===== config.mk =====
export PLATFORM = sky130hd
export DESIGN_NAME = irq_controller
export DESIGN_NICKNAME = d
export VERILOG_FILES = /design/src/rtl/irq_controller.sv
export SDC_FILE = /design/constraint.sdc
export NUM_CORES = 1
export LEC_CHECK = 0
export BUFFER_PORTS_ARGS = -buffer_cell sky130_fd_sc_hd__buf_2
export CAP_MARGIN = 20
export CORE_MARGIN = 4
export CORE_UTILIZATION = 34
export CTS_CLUSTER_SIZE = 25
export DETAILED_ROUTE_END_ITERATION = 10
export GPL_TIMING_DRIVEN = 1
export HOLD_SLACK_MARGIN = 0.08
export PLACE_DENSITY = 0.59
export SETUP_SLACK_MARGIN = 0.05
export SYNTH_ARGS = -nofsm -noshare
export SYNTH_HDL_FRONTEND = slang
export SYNTH_SLANG_ARGS = --single-unit

===== constraint.sdc =====
create_clock -name clk -period 19.8 [get_ports clk]
set_input_delay 1.98 -clock clk [delete_from_list [all_inputs] [get_ports clk]]
set_output_delay 1.98 -clock clk [all_outputs]
set_load 0.1 [all_outputs]

===== src/rtl/irq_controller.sv =====
// irq_controller: maskable-interrupt front end for the s1c88 core.
// Edge-detects 16 sources into pending flags, applies per-source enables and
// per-group priorities, and presents a single registered request (level +
// vector) to the CPU. The presented vector is frozen while iack is high.
module irq_controller #(
   parameter int          NUM_SOURCES = 16,
   parameter logic [7:0]  VECTOR_BASE = 8'h03
) (
   input  logic                   clk,
   input  logic                   reset,
   input  logic [NUM_SOURCES-1:0] irq_src,
   input  logic [2:0]             bus_addr,
   input  logic [7:0]             bus_data_in,
   input  logic                   bus_write,
   input  logic                   bus_read,
   output logic [7:0]             bus_data_out,
   input  logic [1:0]             cpu_mask,
   input  logic                   iack,
   output logic                   irq_request,
   output logic [1:0]             irq_level,
   output logic [7:0]             irq_vector
);

   // Register offsets within the controller window
   localparam logic [2:0] ADDR_PRIO    = 3'd0;
   localparam logic [2:0] ADDR_EN_LO   = 3'd1;
   localparam logic [2:0] ADDR_EN_HI   = 3'd2;
   localparam logic [2:0] ADDR_FLAG_LO = 3'd3;
   localparam logic [2:0] ADDR_FLAG_HI = 3'd4;
   localparam logic [2:0] ADDR_STATUS  = 3'd5;

   logic [NUM_SOURCES-1:0] src_prev_q, src_prev_d;
   logic [NUM_SOURCES-1:0] flag_q, flag_d;
   logic [NUM_SOURCES-1:0] en_q, en_d;
   logic [7:0]             prio_q, prio_d;
   logic [7:0]             bus_data_out_q, bus_data_out_d;
   logic                   irq_request_q, irq_request_d;
   logic [1:0]             irq_level_q, irq_level_d;
   logic [7:0]             irq_vector_q, irq_vector_d;

   logic [NUM_SOURCES-1:0] rise;
   logic [NUM_SOURCES-1:0] w1c;
   logic                   sel_found;
   logic [1:0]             sel_prio;
   logic [3:0]             sel_index;
   logic [7:0]             rd_mux;

   // Register-file writes and edge detection; a new rising edge beats a
   // simultaneous write-1-to-clear so no interrupt is ever lost.
   always_comb begin
      prio_d     = prio_q;
      en_d       = en_q;
      w1c        = '0;
      rise       = irq_src & ~src_prev_q;
      src_prev_d = irq_src;
      if (bus_write) begin
         case (bus_addr)
            ADDR_PRIO:    prio_d     = bus_data_in;
            ADDR_EN_LO:   en_d[7:0]  = bus_data_in;
            ADDR_EN_HI:   en_d[15:8] = bus_data_in;
            ADDR_FLAG_LO: w1c[7:0]   = bus_data_in;
            ADDR_FLAG_HI: w1c[15:8]  = bus_data_in;
            default:      ;
         endcase
      end
      flag_d = (flag_q & ~w1c) | rise;
   end

   // Winner selection: highest group priority above the CPU mask, ties go to
   // the lowest source index because only a strictly higher priority replaces it.
   always_comb begin
      sel_found = 1'b0;
      sel_prio  = 2'd0;
      sel_index = 4'd0;
      for (int i = 0; i < NUM_SOURCES; i++) begin
         if (flag_q[i] && en_q[i] && (prio_q[2*(i/4) +: 2] > cpu_mask)
             && (!sel_found || (prio_q[2*(i/4) +: 2] > sel_prio))) begin
            sel_found = 1'b1;
            sel_prio  = prio_q[2*(i/4) +: 2];
            sel_index = 4'(i);
         end
      end
   end

   // Request outputs: frozen with the request dropped during iack, otherwise
   // level and vector only move when there is a candidate to present.
   always_comb begin
      irq_request_d = 1'b0;
      irq_level_d   = irq_level_q;
      irq_vector_d  = irq_vector_q;
      if (!iack) begin
         irq_request_d = sel_found;
         if (sel_found) begin
            irq_level_d  = sel_prio;
            irq_vector_d = VECTOR_BASE + {4'd0, sel_index};
         end
      end
   end

   // Read mux uses pre-write register values so a same-cycle write is invisible.
   always_comb begin
      rd_mux = 8'h00;
      case (bus_addr)
         ADDR_PRIO:    rd_mux = prio_q;
         ADDR_EN_LO:   rd_mux = en_q[7:0];
         ADDR_EN_HI:   rd_mux = en_q[15:8];
         ADDR_FLAG_LO: rd_mux = flag_q[7:0];
         ADDR_FLAG_HI: rd_mux = flag_q[15:8];
         ADDR_STATUS:  rd_mux = {5'b00000, irq_level_q, irq_request_q};
         default:      rd_mux = 8'h00;
      endcase
      bus_data_out_d = bus_read ? rd_mux : bus_data_out_q;
   end

   // State registers; src_prev resets high so sources already asserted
   // when reset releases do not register as edges.
   always_ff @(posedge clk) begin
      if (reset) begin
         src_prev_q     <= '1;
         flag_q         <= '0;
         en_q           <= '0;
         prio_q         <= 8'h00;
         bus_data_out_q <= 8'h00;
         irq_request_q  <= 1'b0;
         irq_level_q    <= 2'd0;
         irq_vector_q   <= 8'h00;
      end else begin
         src_prev_q     <= src_prev_d;
         flag_q         <= flag_d;
         en_q           <= en_d;
         prio_q         <= prio_d;
         bus_data_out_q <= bus_data_out_d;
         irq_request_q  <= irq_request_d;
         irq_level_q    <= irq_level_d;
         irq_vector_q   <= irq_vector_d;
      end
   end

   assign bus_data_out = bus_data_out_q;
   assign irq_request  = irq_request_q;
   assign irq_level    = irq_level_q;
   assign irq_vector   = irq_vector_q;

endmodule


# Word-level counts from Yosys, hierarchy flattened
# Index checks and enable logic that the tools add are counted.
# classes
n_addsub,1
magnitude_cmp,19
eq_ne,5
muxes,51
n_bitwise,6
reduce_logical,83
# ops
op,n
$mux 4,14
$pmux 8 s6,1
$logic_and 1x1->1,47
$gt 2x2->1,19
$and 16x16->16,2
$mux 2,16
$not 16->16,2
$mux 1,17
$mux 16,1
$mux 8,2
$or 16x16->16,1
$logic_not 1->1,15
$logic_or 1x1->1,15
$reduce_and 2->1,4
$eq 3x2->1 const B,2
$eq 3x3->1 const B,2
$add 2x4->5 const A,1
$eq 3x1->1 const B,1
$logic_not 3->1,1
$reduce_or 2->1,1
$not 1->1,1
# totals
register_bits,75
inputBits,34
out_inout_bits,19
word_cells,174

# Logic depth before layout (Yosys ltp)
# logic_depth
word_depth,64
mapped_depth,84
mapped_depth_nobuf,83

# Worst setup path before layout
# Ideal clock, no wire load.
# synth_timing
kind,input to register
start,input cpu_mask[1]
end,register irq_vector_q[2] (netlist: irq_vector[2])
arrival_ps,17983
required_time_ps,19714
path_slack_ps,1731
cell_stages,81
n_path_buf,1
cell_sequence,inv_1 > ha_1 > nor2b_1 > o21ai_1 > bufbuf_8 > nor3_1 > ha_1 > nor2_1 > maj3_1 > o311ai_2 > nand2_1 > o21ai_0 > ha_1 > nor2_1 > maj3_1 > nor3_2 > or4_4 > mux2_2 > (+45 left out) > o31ai_1 > nand2_1 > mux2i_1 > ha_1 > nor2b_1 > o21ai_0 > o41ai_1 > a22oi_1 > mux2i_1 > ha_1 > nor2b_1 > o21ai_0 > o21a_1 > o21ai_1 > a211oi_2 > a21boi_1 > xnor2_1 > a211oi_1
# synth_via
elab_chain_len,64
word_cells_on_any_way,128
# synth_rtl
element,line,text
from (decl),17,"input logic [1:0] cpu_mask,"
$gt 2x2->1,76,if (flag_q[i] && en_q[i] && (prio_q[2*(i/4) +: 2] > cpu_mask)
$logic_and 1x1->1,76,
$mux 2 / $mux 1 (equally long branches),76,
$gt 2x2->1 / $logic_not 1->1 (equally long branches),77,&& (!sel_found || (prio_q[2*(i/4) +: 2] > sel_prio))) begin
$logic_or 1x1->1,77,
$logic_and 1x1->1,77,
$mux 2 / $mux 1 (equally long branches),76,
$gt 2x2->1 / $logic_not 1->1 (equally long branches),77,
(+48 left out),--,
$logic_or 1x1->1,77,
$logic_and 1x1->1,77,
$mux 2 / $mux 1 (equally long branches),76,
$gt 2x2->1 / $logic_not 1->1 (equally long branches),77,
$logic_or 1x1->1,77,
$logic_and 1x1->1,77,
$mux 4 / $mux 1 (equally long branches),76,
$add 2x4->5 / $reduce_and 2->1 (equally long branches),--,
to (signal assigned),135,irq_vector_q <= irq_vector_d;
to (decl),39,"logic [7:0] irq_vector_q, irq_vector_d;"
# Several ways; a longest one is shown, not always the timed one.
# A chain may end at the register's enable or synchronous reset.

# Worst setup path in the final report
# layout_timing
start,input cpu_mask[1]
end,register irq_level_q[1] (netlist: irq_level[1])
# layout_via
elab_chain_len,64
word_cells_on_any_way,113
# layout_rtl
element,line,text
$gt 2x2->1,76,
$logic_and 1x1->1,76,
$mux 2 / $mux 1 (equally long branches),76,
$gt 2x2->1 / $logic_not 1->1 (equally long branches),77,
$logic_or 1x1->1,77,
$logic_and 1x1->1,77,
$mux 2 / $mux 1 (equally long branches),76,
$gt 2x2->1 / $logic_not 1->1 (equally long branches),77,
(+48 left out),--,
$logic_or 1x1->1,77,
$logic_and 1x1->1,77,
$mux 2 / $mux 1 (equally long branches),76,
$gt 2x2->1 / $logic_not 1->1 (equally long branches),77,
$logic_or 1x1->1,77,
$logic_and 1x1->1,77,
$mux 1,76,
$reduce_and 2->1 (no source line),--,
to (signal assigned),134,irq_level_q <= irq_level_d;
to (decl),38,"logic [1:0] irq_level_q, irq_level_d;"
# Several ways; a longest one is shown, not always the timed one.

==> insert_results.sql <==
INSERT INTO impl_metrics (metric_group, metric, value, unit) VALUES
('yosys', 'synth_flop_cell', 'sky130_fd_sc_hd__dfxtp_1', ''),
('worst_setup_path', 'crit_type', 'in2reg', ''),
('yosys', 'seq_area_frac_synth', '31.7', '%'),
('clocking', 'clk_transition_reported_paths', '60', 'ps'),
('timing', 'timing.slew.headroom', '42.0', '%'),
('yosys', 'post_synth_num_cell_types', '71', ''),
('worst_setup_path', 'worst_setup_path_startpoint', 'cpu_mask[1]', ''),
('yosys', 'ys_ff_latch', '72', ''),
('place', 'place_hpwl', '9770', 'um'),
('route', 'routed_wirelength', '12900', 'um'),
('timing', 'finalSetupViolCount', '0', ''),
('run', 'timing.max_cap.violations', '0', ''),
('worst_hold_path', 'hold_path.class', 'reg2reg', ''),
('floorplan', 'io_pins', '53', ''),
('power', 'worst_ir_drop_vdd', '0.0599', 'mV'),
('place', 'portBuffers', '49', ''),
('layout', 'final_layout_size_suffix_gt1_share', '20.6', '%'),
('timing', 'timing_max_transition_violations_final', '0', ''),
('clocking', 'cts_made_buffers', '9', ''),
('worst_hold_path', 'timing.hold.worst.start', 'en_q[2]$_SDFFE_PP0P_', ''),
('power', 'power.static_leakage', '0.00210', 'uW'),
('yosys', 'post_synth_inst_count', '572', ''),
('power', 'seqPwrFrac', '40.6', '%'),
('timing', 'setup_slack', '1210', 'ps'),
('route', 'firstDrtPassIters', '5', ''),
('yosys', 'netlist_area', '4550', 'um2'),
('worst_setup_path', 'timing.critical_path.slowest_stage_cell', 'sky130_fd_sc_hd__or4_4', ''),
('worst_setup_path', 'startpoint_type', 'input port', ''),
('grt', 'first_global_vias', '4201', ''),
('route', 'via_count', '4366', ''),
('timing', 'period_share', '93.9', '%'),
('worst_setup_path', 'reg2reg_from', 'prio_q[1]$_SDFFE_PP0P_', ''),
('floorplan', 'coreArea', '13200', 'um2'),
('worst_setup_path', 'worst_ep_required_time', '20050', 'ps'),
('timing', 'finalHoldWorstSlack', '473', 'ps'),
('layout', 'num-nets-final', '677', ''),
('yosys', 'yosys_warnings', '0', ''),
('yosys', 'post_synth.cell_area_avg', '7.96', 'um2'),
('clocking', 'worst_skew_pair_later_pin_latency', '330', 'ps'),
('worst_hold_path', 'hold-path-cell-count', '2', ''),
('power', 'clock_power_share', '48.6', '%'),
('clocking', 'h-tree-depth', '3', ''),
('route', 'drt-initial-drc-count', '455', ''),
('grt', 'number_of_antenna_violations_at_the_first_check_in_global_routing', '0', ''),
('route', 'drtAntennaViolNets', '0', ''),
('layout', 'commonest_non_fill_non_tap_cell_in_the_layout', 'sky130_fd_sc_hd__nand2_1', ''),
('power', 'power.internal', '290', 'uW'),
('floorplan', 'row_count', '42', ''),
('status', 'outcome', 'finished, final reports clean', ''),
('timing', 'worst-slew-pin-transition', '863', 'ps'),
('layout', 'total_of_fill_cells_in_the_finished_design', '1330', ''),
('timing', 'fin_worst_skew', '7.57', 'ps'),
('clocking', 'tritoncts', 'yes', ''),
('clocking', 'cts-root-to-sink-buffers', '2', ''),
('yosys', 'synth-edff-count', '0', ''),
('power', 'power_switching_share', '24.3', '%'),
('place', 'gpl.final_weighted_congestion', '0.919', ''),
('worst_setup_path', 'reg2reg_depth', '81', ''),
('route', 'drc', '0', ''),
('layout', 'postLayoutCoreUtil', '40.8', '%'),
('route', 'via_per_inst', '5.47', ''),
('place', 'cell_area_after_placement', '4930', 'um2'),
('timing', 'post-route-min-period', '18590', 'ps'),
('worst_setup_path', 'worstSetupEndpointType', 'flip-flop', ''),
('worst_setup_path', 'timing.critical_path.mode_cell', 'sky130_fd_sc_hd__ha_1', ''),
('floorplan', 'initial_core_util', '34.5', '%'),
('timing', 'max_freq', '53.8', 'MHz'),
('floorplan', 'fp.dieH', '124', 'um'),
('worst_setup_path', 'crit_arrival', '18830', 'ps'),
('power', 'share_comb_of_total_power', '10.9', '%'),
('power', 'p_per_area', '71.2', 'nW/um2');
[state kept, by name, indices dropped and copies added (netlist names)]
signal        flops
irq_level         2
bus_data_out      8
prio_q            8
flag_q           16
src_prev_q       16
en_q             16
irq_vector        5
irq_request       1
[per-stage QoR]
stage	instances	power, uW
3_3_place_gp	778	199
5_1_grt	798	399
2_1_floorplan	574	188
3_5_place_dp	778	200
6_report	798	383
4_1_cts	794	386
[cells by family after synthesis]
group | Yosys count | synth area share [%]
compound gates | 146 | 21.3
xor+xnor | 1 | 0.193
fa+ha+maj | 29 | 7.81
buf+inv | 37 | 3.79
flops | 72 | 31.7
mux | 25 | 7.81
other cells | 1 | 0.0824
simple gates | 261 | 27.3
[worst paths after layout]
check                                                  to
worst max-delay path            irq_level[1]$_SDFFE_PP0P_
worst min-delay path                 en_q[2]$_SDFFE_PP0P_
worst max register to register  irq_level[1]$_SDFFE_PP0P_
worst min register to register       en_q[2]$_SDFFE_PP0P_
[critical path: cells and delay by family]
family / cells / cell delay (ps)
buf+inv: 5 / 670
fa+ha+maj: 16 / 4610
mux: 9 / 2840
compound gates: 28 / 5090
simple gates: 25 / 3580
[layout make-up]
class	instances	area, um2	area share [%]
Tap cell	176	220	4.09
Clock buffer	11	243	4.51
Multi-Input combinational cell	465	3020	56.2
Timing Repair Buffer	57	305	5.67
Inverter	12	45.0	0.837
Clock inverter	5	104	1.93
Sequential cell	72	1440	26.8
[synth_stat cells (3+ instances only)]
cell / count / area, um2
sky130_fd_sc_hd__and2_1: 5 / 31.3
sky130_fd_sc_hd__nor2_1: 57 / 214
sky130_fd_sc_hd__a211oi_1: 6 / 45.0
sky130_fd_sc_hd__o21a_1: 4 / 30.0
sky130_fd_sc_hd__mux4_2: 5 / 113
sky130_fd_sc_hd__a311oi_1: 8 / 70.1
sky130_fd_sc_hd__and3_1: 7 / 43.8
sky130_fd_sc_hd__o21ai_0: 17 / 85.1
sky130_fd_sc_hd__o21ai_1: 4 / 20.0
sky130_fd_sc_hd__inv_1: 11 / 41.3
sky130_fd_sc_hd__nand2b_1: 10 / 62.6
sky130_fd_sc_hd__a2bb2oi_1: 3 / 26.3
sky130_fd_sc_hd__maj3_1: 3 / 30.0
sky130_fd_sc_hd__a31o_2: 3 / 26.3
sky130_fd_sc_hd__a31oi_1: 6 / 37.5
sky130_fd_sc_hd__nor2b_1: 24 / 150
sky130_fd_sc_hd__mux2_4: 8 / 120
sky130_fd_sc_hd__a21oi_1: 60 / 300
sky130_fd_sc_hd__mux2i_1: 10 / 100
sky130_fd_sc_hd__o221ai_1: 3 / 26.3
sky130_fd_sc_hd__or2_2: 19 / 119
sky130_fd_sc_hd__or3_1: 3 / 18.8
sky130_fd_sc_hd__ha_1: 26 / 325
sky130_fd_sc_hd__nand2_1: 95 / 357
sky130_fd_sc_hd__clkbuf_1: 20 / 75.1
sky130_fd_sc_hd__nor3_1: 14 / 70.1
sky130_fd_sc_hd__nand3_1: 17 / 85.1
sky130_fd_sc_hd__dfxtp_1: 72 / 1440
sky130_fd_sc_hd__buf_4: 3 / 22.5
[power by group through the flow]
stage | clock network [uW] | registers, uW | logic [uW]
after global placement | 0 | 158 | 40.4
after CTS | 190 | 155 | 41.2
after detailed placement | 0 | 159 | 41.1
after global routing | 197 | 156 | 45.6
after floorplan | 0 | 163 | 24.1
final | 186 | 155 | 41.6
[per-layer routing]
| layer | vias to the layer above | track usage, % | wire, um |
|---|---|---|---|
| met5 | - | 0 | 0 |
| met4 | 0 | 5.81 | 265 |
| met3 | 21 | 2.82 | 750 |
| met2 | 156 | 28.6 | 6220 |
| met1 | 2050 | 22.6 | 5710 |
| li1 | 2139 | - | - |
[timing repair]
action                                 CTS  global route
buffers inserted                         0             4
setup endpoints to repair                0             7
gates resized for setup                  0            14
endpoints found under the hold margin    0             0
(Power assumes the default switching activity.)
